$ cat config.mk
export PLATFORM = sky130hd
export DESIGN_NAME = mem_access_sequencer
export DESIGN_NICKNAME = d
export VERILOG_FILES = /design/src/rtl/mem_access_sequencer.sv
export SDC_FILE = /design/constraint.sdc
export NUM_CORES = 1
export LEC_CHECK = 0
export CAP_MARGIN = 0
export CORE_MARGIN = 4
export CORE_UTILIZATION = 36
export CTS_BUF_LIST = sky130_fd_sc_hd__clkbuf_8
export CTS_CLUSTER_SIZE = 20
export DETAILED_ROUTE_END_ITERATION = 6
export GPL_ROUTABILITY_DRIVEN = 0
export GPL_TIMING_DRIVEN = 1
export HOLD_SLACK_MARGIN = 0.06
export PLACE_DENSITY_LB_ADDON = 0.12
export SYNTH_ARGS = -nofsm -noshare
export SYNTH_HDL_FRONTEND = slang
export SYNTH_SLANG_ARGS = --single-unit
$ cat constraint.sdc
create_clock -name Clk -period 1.8 [get_ports Clk]
set_input_delay 0.36 -clock Clk [delete_from_list [all_inputs] [get_ports Clk]]
set_output_delay 0.36 -clock Clk [all_outputs]
set_load 0.005 [all_outputs]
$ cat src/rtl/mem_access_sequencer.sv
// Shares the single ram512x8 port between trap, data and fetch requesters:
// arbitrates, runs the MFA/MFC handshake, and reports done, error and read data.
module mem_access_sequencer #(
    parameter int ADDR_W  = 9,
    parameter int DATA_W  = 32,
    parameter int TIMEOUT = 16
) (
    input  logic              Clk,
    input  logic              reset,
    input  logic [2:0]        req,
    input  logic [ADDR_W-1:0] trap_addr,
    input  logic [ADDR_W-1:0] fetch_addr,
    input  logic [ADDR_W-1:0] data_addr,
    input  logic              data_rw,
    input  logic [1:0]        data_size,
    input  logic [DATA_W-1:0] data_wdata,
    output logic [2:0]        grant,
    output logic [2:0]        done,
    output logic              err,
    output logic [1:0]        err_code,
    output logic [DATA_W-1:0] rdata,
    output logic              busy,
    output logic              ram_mfa,
    output logic              ram_rw,
    output logic [ADDR_W-1:0] ram_addr,
    output logic [1:0]        ram_data_size,
    output logic [DATA_W-1:0] ram_data_in,
    input  logic              ram_mfc,
    input  logic [DATA_W-1:0] ram_data_out
);

    localparam int CNT_W = $clog2(TIMEOUT);

    typedef enum logic [2:0] {S_IDLE, S_CHECK, S_ISSUE, S_WAIT, S_DONE} state_e;

    state_e              state_q;
    logic [2:0]          grant_q, done_q;
    logic                err_q, busy_q, mfa_q, last_data_q;
    logic [1:0]          err_code_q;
    logic [DATA_W-1:0]   rdata_q;
    logic [CNT_W-1:0]    cnt_q;

    // Latched request and the RAM-facing copy driven from CHECK onwards.
    logic [ADDR_W-1:0]   lat_addr_q, ram_addr_q;
    logic                lat_rw_q, ram_rw_q;
    logic [1:0]          lat_size_q, ram_size_q;
    logic [DATA_W-1:0]   lat_wdata_q, ram_din_q;

    logic [2:0]          grant_d;
    logic                req_illegal;

    // Fetch only overtakes data when data won last time, so neither starves.
    always_comb begin
        grant_d = 3'b000;
        if (req[0])
            grant_d = 3'b001;
        else if (req[2] && (!req[1] || last_data_q))
            grant_d = 3'b100;
        else if (req[1])
            grant_d = 3'b010;

        req_illegal = (lat_size_q == 2'b11)
                   || (lat_size_q == 2'b01 && lat_addr_q[0])
                   || (lat_size_q == 2'b10 && lat_addr_q[1:0] != 2'b00);
    end

    // NOTE: every register here uses non-blocking assignment so all updates
    // take effect together at the edge regardless of statement order.
    always_ff @(posedge Clk) begin
        if (!reset) begin
            state_q     <= S_IDLE;
            grant_q     <= '0;
            done_q      <= '0;
            err_q       <= 1'b0;
            err_code_q  <= '0;
            rdata_q     <= '0;
            busy_q      <= 1'b0;
            mfa_q       <= 1'b0;
            last_data_q <= 1'b0;
            cnt_q       <= '0;
            lat_addr_q  <= '0;
            lat_rw_q    <= 1'b0;
            lat_size_q  <= '0;
            lat_wdata_q <= '0;
            ram_addr_q  <= '0;
            ram_rw_q    <= 1'b0;
            ram_size_q  <= '0;
            ram_din_q   <= '0;
        end else begin
            done_q <= '0;
            err_q  <= 1'b0;
            case (state_q)
                S_IDLE: begin
                    if (grant_d != 3'b000) begin
                        grant_q <= grant_d;
                        busy_q  <= 1'b1;
                        state_q <= S_CHECK;
                        if (grant_d[1]) begin
                            lat_addr_q  <= data_addr;
                            lat_rw_q    <= data_rw;
                            lat_size_q  <= data_size;
                            lat_wdata_q <= data_wdata;
                            last_data_q <= 1'b1;
                        end else begin
                            lat_addr_q <= grant_d[0] ? trap_addr : fetch_addr;
                            lat_rw_q   <= 1'b1;
                            lat_size_q <= 2'b10;
                            if (grant_d[2])
                                last_data_q <= 1'b0;
                        end
                    end
                end
                S_CHECK: begin
                    if (req_illegal) begin
                        err_q      <= 1'b1;
                        err_code_q <= 2'b01;
                        done_q     <= grant_q;
                        state_q    <= S_DONE;
                    end else begin
                        ram_addr_q <= lat_addr_q;
                        ram_rw_q   <= lat_rw_q;
                        ram_size_q <= lat_size_q;
                        if (!lat_rw_q)
                            ram_din_q <= lat_wdata_q;
                        state_q <= S_ISSUE;
                    end
                end
                S_ISSUE: begin
                    mfa_q   <= 1'b1;
                    cnt_q   <= '0;
                    state_q <= S_WAIT;
                end
                S_WAIT: begin
                    // MFC wins over the timeout when both land on the same cycle.
                    if (ram_mfc) begin
                        if (lat_rw_q)
                            rdata_q <= ram_data_out;
                        mfa_q   <= 1'b0;
                        done_q  <= grant_q;
                        state_q <= S_DONE;
                    end else if (cnt_q == CNT_W'(TIMEOUT - 1)) begin
                        mfa_q      <= 1'b0;
                        err_q      <= 1'b1;
                        err_code_q <= 2'b10;
                        done_q     <= grant_q;
                        state_q    <= S_DONE;
                    end else begin
                        cnt_q <= cnt_q + CNT_W'(1);
                    end
                end
                S_DONE: begin
                    grant_q    <= '0;
                    err_code_q <= '0;
                    busy_q     <= 1'b0;
                    state_q    <= S_IDLE;
                end
                default: state_q <= S_IDLE;
            endcase
        end
    end

    assign grant         = grant_q;
    assign done          = done_q;
    assign err           = err_q;
    assign err_code      = err_code_q;
    assign rdata         = rdata_q;
    assign busy          = busy_q;
    assign ram_mfa       = mfa_q;
    assign ram_rw        = ram_rw_q;
    assign ram_addr      = ram_addr_q;
    assign ram_data_size = ram_size_q;
    assign ram_data_in   = ram_din_q;

endmodule

# After elaboration in Yosys (flattened, before gate mapping)
# Index checks and enable logic that the tools add are counted.
# word_totals
ff_bits	139
input_bits	100
word_cells	96
# classes
addsub	1
n_eq_ne	14
mux	36
bitwise_logic	2
reduce_logical	25
# op_table
cell	n
2-to-1 mux 3 bit	10
2-to-1 mux 9 bit	2
AND reduction 3 bit	5
case mux 3 bit (2 select lines)	2
case mux 3 bit (4 select lines)	1
2-to-1 mux 2 bit	5
inequality test 2 bit, second input constant	5
AND reduction 2 bit	5
2-to-1 mux 1 bit	9
2-to-1 mux 4 bit	2
case mux 4 bit (2 select lines)	1
nonzero test 2 bit	4
equality test 3 x 2 -> 1 bit, second input constant	2
case mux 1 bit (2 select lines)	3
case mux 2 bit (3 select lines)	1
nonzero test 3 bit	2
adder 4 x 1 -> 4 bit, second input constant	1
equality test 2 bit, second input constant	2
equality test 4 bit, second input constant	1
AND reduction 4 bit	1
equality test 3 x 1 -> 1 bit, second input constant	1
equality test 3 bit, second input constant	1
logical AND 1 bit	3
zero test 3 bit	1
5 further kinds	8

# Logic depth before layout (Yosys ltp)
# depth
word_depth	8
mapped_depth	6
ltp_nobuf	5

# Least setup slack after synthesis
# Ideal clock, no wire load.
# synth_timing
path_type	reg-to-reg
startpoint	register state_q[2]
endpoint	register lat_addr_q[2]
setup_ns	0.122
arrival_time_ns	1.329
path_slack_ns	0.349
stages_incl_launch_ff	6
path_buffers	2
path_cell_list	dfxtp_1 > buf_2 > nor4_1 > buf_2 > nor2_1 > a221o_1
# synth_via
elab_chain_cells	2
# synth_rtl
element	line	rtl
from (decl)	36	state_e state_q;
from (signal assigned)	71	state_q <= S_IDLE;
from (signal assigned)	97	state_q <= S_CHECK;
from (signal assigned)	118	state_q <= S_DONE;
zero test 3 bit	92	case (state_q)
AND reduction 2 bit (no line)	n/a	
to (signal assigned)	99	lat_addr_q <= data_addr;
to (signal assigned)	105	lat_addr_q <= grant_d[0] ? trap_addr : fetch_addr;
to (decl)	44	logic [ADDR_W-1:0] lat_addr_q, ram_addr_q;
# No other way between the ends.
# A chain may end at the register's enable or synchronous reset.

# Worst setup path in the final report
# layout_timing
startpoint	register err_code_q[0], in the netlist err_code[0]
endpoint	output port err_code[0]
# layout_lines
element	line	rtl
from (decl)	39	logic [1:0] err_code_q;
from (signal assigned)	75	err_code_q <= '0;
from (signal assigned)	116	err_code_q <= 2'b01;
from (signal assigned)	144	err_code_q <= 2'b10;
to (decl)	20	output logic [1:0] err_code,
# No word-level cell between the ends.

==> run metrics <==
status=finished clean; relative contribution of sequential cells to total power=0.501; post-synthesis cell count=600; reg-to-reg setup timing slack=around 150 ps; via count of the first global-routing pass=4647; max-cap check violation count=0; Clk Tree Root Cell=clkbuf_8; Crit path buffers/inverters=1; maximum fanout count along the critical path=4; worst hold path class=register to register; number of clock buffers inserted by TritonCTS=17; Post-Place Cells=950; CTS Hold Buffers Added=0; start-to-end type of the worst setup path=register to primary output; final number of setup-violating endpoints=0; Setup Fix Bufs, Post-CTS=0; worst hold slack across all endpoints=between 400 and 500 ps; WHS Path Cells=2; synthesized area=5290 um2; Hold Path Sink=ram_data_in[17]; synth warn=0; Peak VDD IR=slightly above 0.7 mV; reg2reg start=state_q[2]; standard-cell rows=between 40 and 50; final slew viol count=0; power per unit of standard cell area=about 850 nW/um2; share of synthesized registers carrying an async set or reset=0; logic depth of the worst register-to-register path=3; Critical Path Start Type=register; clock insertion delay at the later pin of the skew report=about 440 ps; post-detailed-route wirelength per cell=between 10 and 15 um; pin count of the biggest net entering global routing=roughly 130; worst r2r dst=lat_addr_q[7]; CTS tree=built; switching power summed over all nets=about 1.7 mW; Fmax achieved=0.585 GHz; Synth Net Count=about 700; Synth area leader=dfxtp_1; Top Ports=between 150 and 200; sequential cell area fraction in the yosys report=0.527; wire length of the first global-routing pass=between 20000 and 25000 um; internal portion of total power=just under 5 mW; number of distinct library cells after synthesis=46; cells along the critical path=clkdlybuf4s50_1; clk sinks=roughly 140; Routed Antenna Nets=0; drc violations=0; placeable core region=~14000 um2; post-layout total power=roughly 6.6 mW; area of all sequential standard cells=roughly 2800 um2; count of routing violations after the opening detailed-route iteration=around 260; Leakage=2.74 nW; antenna fix cells=0; ratio of final minimum period to clock period=0.949; post-cts gate resize count=0; data arrival time of the worst path=1350 ps; Slew @ Worst Pin=between 500 and 600 ps; Worst Slack Setup Final=between 90 and 100 ps; Non-Filler Instances=982; number of flops mapped to enable cells by yosys=0; fraction of power consumed by the clock network=0.343; buffer depth of the longest clock path=2; Critical Path Sink Type=primary output; highest cell delay on the worst timing path=530 ps; Final nets=between 800 and 900; syn_area_per_cell=between 8 and 9 um2; worst rel slew slack=0.641; top cells by area in the synthesized netlist=dfxtp_1 53%, nand2_1 11%, mux2i_1 6.4%; start point of the worst hold path=lat_wdata_q[17]; Hold Violations, Final=0; DRT Wirelength=around 14000 um; TritonRoute pass-1 iters=5; Tot GR Track Use=0.166; min Tclk post-route=roughly 1700 ps; top cell family by delay on the critical path=buffers and inverters; part of the total power dissipated in combinational logic=0.155; half-perimeter wire length after detailed placement=9780 um; H-Tree Depth=4; initial antenna violation count=0; unrepaired setup endpoints after global routing=false; final core occ=0.535; count of vias placed by the detailed router=roughly 4800; Clock Pin Slew Worst Setup and Hold Paths=approximately 80 ps; Avg Vias per Cell=just under 5; clock skew after layout=12.2 ps; dominant register cell in the synthesized netlist=dfxtp_1; starting utilization of the core area=0.365; total area of multi-input combinational cells=2270 um2; data required time of the critical path=about 1400 ps; CP max-delay cell=clkdlybuf4s50_1; filler cell count=around 1300; floorplan die width=about 130 um; full die area=approximately 17000 um2; switching share of power=0.259; Die Height=around 130 um; fraction of layout instances using a drive strength above 1=0.0940; P&R area growth vs syn=46.5%; GRT Residual Overflow=0; number of port buffers=186; dpl ws=-180 ps; area share of the leading cell type in the synthesized netlist=0.527; flip-flop and latch count after synthesis=~140
-- cells by family after synthesis --
logic type | count (synthesis) | synth area share
compound gates | 119 | 0.129
fa+ha+maj | 1 | 0.00237
buf+inv | 46 | 0.0473
flops | 139 | 0.527
mux | 42 | 0.0814
simple gates | 253 | 0.213
-- Yosys cell counts (2+ instances only) --
master	instances
o221a_2	2
buf_6	6
nor2_1	18
dfxtp_1	139
nor4_1	2
nand3_1	47
and3_1	4
clkbuf_1	22
nand2b_1	4
o21ai_0	27
clkbuf_2	2
a221o_1	9
buf_2	9
or4_1	2
mux2i_1	34
o21ai_1	27
mux2_2	8
buf_4	5
nand2_1	153
nor3b_1	3
nor2b_1	2
nor3_1	6
nand4b_1	2
a21oi_1	45
-- final cells by class --
cell class	count	area share
clock buffer	18	0.0320
clock inverter	14	0.0139
inverter	2	0.000969
multi-input combinational	415	0.293
sequential	139	0.359
tap	184	0.0297
timing repair buffer	210	0.271
-- routing by layer --
metal / track usage / vias to the layer above / routed length (um)
li1: - / 2427 / -
met1: 0.204 / 2192 / 6130
met2: 0.275 / 130 / 6830
met3: 0.0503 / 14 / 800
met4: 0.0618 / 0 / 219
met5: 0 / - / 0
-- state kept, by name (all words and copies together) (netlist names) --
signal / flops
ram_data_size: 2
lat_rw_q: 1
state_q: 3
ram_rw: 1
ram_data_in: 32
ram_mfa: 1
lat_size_q: 2
err_code: 2
cnt_q: 4
last_data_q: 1
lat_wdata_q: 32
busy: 1
ram_addr: 9
lat_addr_q: 9
done: 3
rdata: 32
grant: 3
err: 1
-- power groups by stage --
stage	combinational (mW)	sequential [mW]	clock (mW)
after global routing	1.12	3.31	2.49
after CTS	1.03	3.29	2.33
after floorplan	0.523	3.35	0
final	1.02	3.29	2.26
after global placement	1.01	3.36	0
after detailed placement	1.03	3.36	0
-- worst max-delay path by stage --
stage | startpoint | end | slack (ps) | cells after the start
global placement | req[0] | lat_addr_q[6] | -120 | 4
finish | err_code[0] | err_code[0] | 90 | 1
CTS | err_code[0] | err_code[0] | 50 | 1
detailed placement | req[0] | lat_addr_q[7] | -180 | 5
floorplan | state_q[2] | lat_addr_q[2] | 350 | 5
global route | err_code[0] | err_code[0] | 7 | 1
-- stage by stage --
step                instance area, um2  setup TNS [ps]
CTS                               7740               0
floorplan                         5290               0
detailed placement                7390           -6510
finish                            7740               0
global route                      7740               0
global placement                  7390           -4190
-- placed cells by master (no fill, tap or decap), types with 2 or more instances in the layout --
cell type	instances
buf_12	5
nor2_1	18
nor3b_1	3
clkbuf_8	18
o21ai_1	27
clkinv_4	2
nand2b_1	4
clkdlybuf4s50_1	185
o221a_2	2
clkinvlp_4	3
nand2_1	153
mux2i_1	34
dfxtp_1	139
buf_4	20
o21ai_0	27
or4_1	2
mux2_2	8
and3_1	3
inv_1	3
nor2b_1	2
clkinv_2	6
a221o_1	9
nand4b_1	2
a21oi_1	45
nor3_1	6
nand3_1	47
(Power assumes the default switching activity.)
==> edit 1, RTL diff (same flow settings) <==
Set the parameter `DATA_W` to 64 (it was 32).
--- a/src/rtl/mem_access_sequencer.sv
+++ b/src/rtl/mem_access_sequencer.sv
@@ -2,7 +2,7 @@
 // arbitrates, runs the MFA/MFC handshake, and reports done, error and read data.
 module mem_access_sequencer #(
     parameter int ADDR_W  = 9,
-    parameter int DATA_W  = 32,
+    parameter int DATA_W  = 64,
     parameter int TIMEOUT = 16
 ) (
     input  logic              Clk,
Interface: changed (resized data_wdata, ram_data_in, ram_data_out and rdata); port bits go from 187 to 315. No check against the original RTL was run, so the function may have changed too.
==> edit 1 against the original RTL <==
- the run now ends with design-rule violations left
- routed wire length rose by 130%
- area after synthesis is 82% higher
- final area is 85% higher
- critical path depth did not move
- count of clock-buffer cells in the layout grew 34
- register-to-register slack lost 60 ps
- worst setup slack worse by 42 ps
- sequential cell count increased by 96
- power up 93%
- worst hold slack got worse by 310 ps
- highest routed layer is now met5
==> edit 1: results (changes against the original RTL) <==
Detailed routing
  • Per-cell routed wire length: 18.1 um (+27%)
  • Wire length on met1: 13.8 mm (+120%)
  • Highest routed layer: met5
  • DRC viols: 1 (+1)
  • Met2 wire len: 14.6 mm (+110%)
  • First-pass iteration count of the detailed router: 7 (+2)

Clock tree
  • Max H-tree Level: 2 (-2)
  • Reg clk slew, reported paths: 50 ps (-30 ps)
  • Clock tree buffer depth: 3 (+1)

Placed design
  • Placed inst area: 0.0134 sq mm (+82%)
  • IO buf count: 314 (+69%)
  • Dpl cells: 1683 (+77%)

Global routing
  • Met2 GRT Util: 32.9% (+5.4 points)
  • Global-route wire length before repair: 49.4 mm (+120%)
  • Vias in the first global route: 9257 (+99%)

Cells and area
  • Share of cells above drive strength 1: 10.3% (+0.88 points)
  • Area Overhead vs Synth: 48.5%
  • Bufs w/o clock: 379 (+80%)
  • Final Net Count: 1559 (+76%)
  • Multi-input gates: 731 (+76%)
  • Clock buffer count: 52 (+34)

Hold path
  • Hold WC Path Type: input pin to register
  • Hold Crit Endpoint: err_code[0]$_SDFFE_PN0P_

Run status
  • Failing checks: design-rule violations
  • Status: complete, but fails checks

Floorplan
  • Placement Rows: 59 (+34%)

Setup path
  • Reg-to-Reg Start: lat_addr_q[0]$_SDFFE_PN0P_
  • Critical path's largest stage delay: 550 ps (+20 ps)

Synthesis
  • Area contributors post-synth: dfxtp_1 49%, mux2i_1 8.0%, a21oi_1 7.6%
  • Commonest cells in the netlist: 235 x dfxtp_1, 158 x nand2_1, 147 x a21oi_1
==> edit 1: cell types whose count changed in the layout (fill, tap and decap cells not counted), moves of 20 or more <==
cell and delta:
dfxtp_1 +93, buf_4 +20, o31ai_1 +65, nand3_1 +22, a21oi_1 +102, o21ai_1 -27, clkdlybuf4s50_1 +74, nand4_1 +66
mux2i_1 +43, clkbuf_8 +34, o21ai_0 +42, dlymetal6s2s_1 +39
==> edit 1: how the worst max path moves through the flow <==
stage                                start                           end  cells past startpoint
4_1_cts        ram_data_in[5]$_SDFFE_PN0P_                ram_data_in[5]                      1
5_1_grt              rdata[0]$_SDFFE_PN0P_                      rdata[0]                      1
3_5_place_dp                        req[2]    lat_addr_q[7]$_SDFFE_PN0P_                      6
2_1_floorplan   lat_size_q[0]$_SDFFE_PN0P_  ram_data_in[10]$_SDFFE_PN0P_                      5
3_3_place_gp                        req[2]    lat_addr_q[7]$_SDFFE_PN0P_                      6
6_report             rdata[6]$_SDFFE_PN0P_                      rdata[6]                      1
==> edit 1: report_power, final <==
group          total (mW)  internal, mW  switching [mW]
clock network        4.67          2.57            2.10
logic                2.44          1.16            1.28
registers            5.55          5.43           0.119
total                12.7          9.16            3.50
==> edit 1: kinds of logic after synthesis <==
group / after synthesis / synth area share [%]
simple gates: 332 / 16.7
compound gates: 313 / 19.2
flops: 235 / 48.8
buf+inv: 125 / 6.22
mux: 85 / 8.94
fa+ha+maj: 1 / 0.130
==> edit 1: stage by stage <==
step | setup WS [ps] | power (mW)
after global routing | 0.255 | 13.3
final | 50.2 | 12.7
after detailed placement | -90.6 | 8.10
after floorplan | 253 | 6.95
after global placement | -101 | 8.09
after CTS | 0.932 | 12.8
==> edit 2, RTL diff (same settings) <==
Made on the original files. The 5 states of `state_e` get a one-hot encoding in 5 bits.
--- a/src/rtl/mem_access_sequencer.sv
+++ b/src/rtl/mem_access_sequencer.sv
@@ -31,7 +31,7 @@
 
     localparam int CNT_W = $clog2(TIMEOUT);
 
-    typedef enum logic [2:0] {S_IDLE, S_CHECK, S_ISSUE, S_WAIT, S_DONE} state_e;
+    typedef enum logic [4:0] {S_IDLE = 5'b00001, S_CHECK = 5'b00010, S_ISSUE = 5'b00100, S_WAIT = 5'b01000, S_DONE = 5'b10000} state_e;
 
     state_e              state_q;
     logic [2:0]          grant_q, done_q;
Formal check against the unedited RTL: no difference found for any inputs over 4 cycles, from zero or initial values and one cycle with reset low; so few cycles prove little.
==> edit 2 against the original RTL <==
- routed wire length is 3.4% higher
- count of clock-buffer cells in the layout is 3 higher
- critical path depth is 3 higher
- sequential cell count is 2 higher
- area after synthesis is 3.6% higher
- sequential share of layout area is 0.89 points lower
- final area is 4.0% higher
- power is 7.1% higher
- global-route usage is 0.16 points higher
- combinational power is 11% lower
- worst setup slack worse by 1.1 ps
- sequential power hardly changed
- critical path type is now register to register
==> edit 2: results (changes against the original RTL) <==
Hold path
  • Hold WC Path Type: input pin to register
  • Hold-critical path depth: 4 (+2)
  • Hold Crit Endpoint: state_q[4]$_SDFFE_PN0P_
  • Worst Hold Launch: reset

Cells and area
  • Share of cells above drive strength 1: 9.57% (+0.17 points)
  • Non-Filler Instances: 978 (-0.41%)
  • Fillers: 1346 (+1.4%)
  • Final Net Count: 882 (-0.45%)
  • Ant diodes: 0 (unchanged)

Synthesis
  • Unique masters post-synth: 46 (unchanged)
  • Syn nets: 697 (-0.57%)
  • Yosys warning count: 0 (unchanged)
  • Commonest cells in the netlist: 150 x nand2_1, 141 x dfxtp_1, 73 x mux2i_1
  • Async SR Flop Fraction: 0% (unchanged)
  • Sequential element share of the synthesized area: 51.6% (-1.1 points)
  • Syn_area_per_cell: 9.18 sq um (+4.3%)
  • Area contributors post-synth: dfxtp_1 52%, mux2i_1 13%, nand2_1 10%

Clock tree
  • Root Driver: clkbuf_8
  • Clock tree buffer depth: 2 (unchanged)
  • Post-CTS setup buffer count: 0 (unchanged)
  • Total CTS buffers: 17 (unchanged)
  • Post-CTS sizing: 0 (unchanged)
  • Clock Latency Late Sink: 430 ps
  • Reg clk slew, reported paths: 70 ps
  • Max H-tree Level: 4 (unchanged)

Setup path
  • Data arrival time of the worst path: 2020 ps (+670 ps)
  • Reg-to-Reg Start: state_q[0]$_SDFFE_PN1P_
  • R2R depth: 4 (+1)
  • CP max FO: 11 (+7)
  • Reg-to-reg endpoint: lat_addr_q[1]$_SDFFE_PN0P_
  • R2R Setup Slk: 90 ps (-60 ps)

Global routing
  • Vias in the first global route: 4845 (+4.3%)
  • Antenna violations before repair: 0 (unchanged)
  • Global-route wire length before repair: 23.8 mm (+7.3%)
  • Global Route Usage Sum: 16.8% (+0.16 points)
  • GRT overflow: 0 (unchanged)
  • Largest net degree at the start of global routing: 107 (-16%)

Placed design
  • IO buf count: 186 (unchanged)
  • Hpwl dp: 10.2 mm (+4.0%)
  • Placed inst area: 0.00760 sq mm (+2.9%)
  • Dpl cells: 946 (-0.42%)
  • Worst slack at placement: -111 ps (+69.0 ps)

STA
  • Worst Skew: 7.92 ps (-4.29 ps)
  • Slew @ Worst Pin: 458 ps (-80.6 ps)

Detailed routing
  • Iter 0 DRT Violations: 252 (-1.2%)
  • First-pass iteration count of the detailed router: 4 (-1)
  • Vias per std cell: 4.84 (-0.12%)
  • Per-cell routed wire length: 14.8 um (+3.8%)
  • Antenna viol nets, final: 0 (unchanged)

Power and ir drop
  • VDD IR max: 0.000464 V (-34%)
  • Leak: 3.16 nW (+15%)

Run status
  • Status: finished, final reports clean
## edit 2: metrics by stage
stage               util (%)  hold WS, ps  setup TNS (ps)
global placement        51.7          443           -1270
detailed placement      51.7          449           -2480
global route            54.8          331               0
floorplan                  -          438               0
finish                  54.8          346               0
CTS                     54.8          309               0
## edit 2: power by group
part	internal (mW)	switching [mW]	total, mW
clock network	1.65	1.17	2.82
registers	3.24	0.0640	3.30
logic	0.484	0.423	0.907
total	5.37	1.66	7.03
## edit 2: worst max-delay path by stage
stage                                       startpoint                    endpoint  slack [ps]  cells past startpoint
after global placement                          req[1]  lat_addr_q[8]$_SDFFE_PN0P_         -60                      6
after global routing           state_q[0]$_SDFFE_PN1P_  lat_addr_q[1]$_SDFFE_PN0P_           5                      4
after detailed placement                        req[1]  lat_addr_q[0]$_SDFFE_PN0P_        -110                      6
after CTS                 ram_data_in[21]$_SDFFE_PN0P_             ram_data_in[21]          80                      1
after floorplan                state_q[0]$_SDFFE_PN1P_    last_data_q$_SDFFE_PN0P_         290                      5
final                          state_q[0]$_SDFFE_PN1P_  lat_addr_q[1]$_SDFFE_PN0P_          90                      4
## edit 2: layer usage
layer / track usage, % / vias to the layer above / routed length (um)
li1: - / 2405 / -
met1: 20.3 / 2210 / 6460
met2: 28.7 / 115 / 7160
met3: 5.35 / 8 / 723
met4: 4.96 / 0 / 121
met5: 0 / - / 0
## edit 2: worst max-delay path: stages (launching register included)
cell	delay, ps
dfxtp_1	430
or3b_4	450
or2_1	400
o21bai_1	220
o21ai_1	90
## edit 2: cell type report
cell class	instances	area share (%)
flip-flops and latches	141	35.0
well taps	184	2.86
clock inverters	11	2.02
clock buffers	21	3.59
inverters	4	0.186
multi-input cells	411	30.5
repair buffers	206	25.8
## edit 2: cells by family (layout without fill, tap and decap cells)
family / Yosys count / count (layout) / share of synthesized area (%)
buf+inv: 44 / 242 / 3.61
flops: 141 / 141 / 51.6
simple gates: 238 / 238 / 19.7
compound gates: 88 / 88 / 9.37
xor+xnor: 2 / 2 / 0.320
mux: 82 / 82 / 15.2
fa+ha+maj: 1 / 1 / 0.229
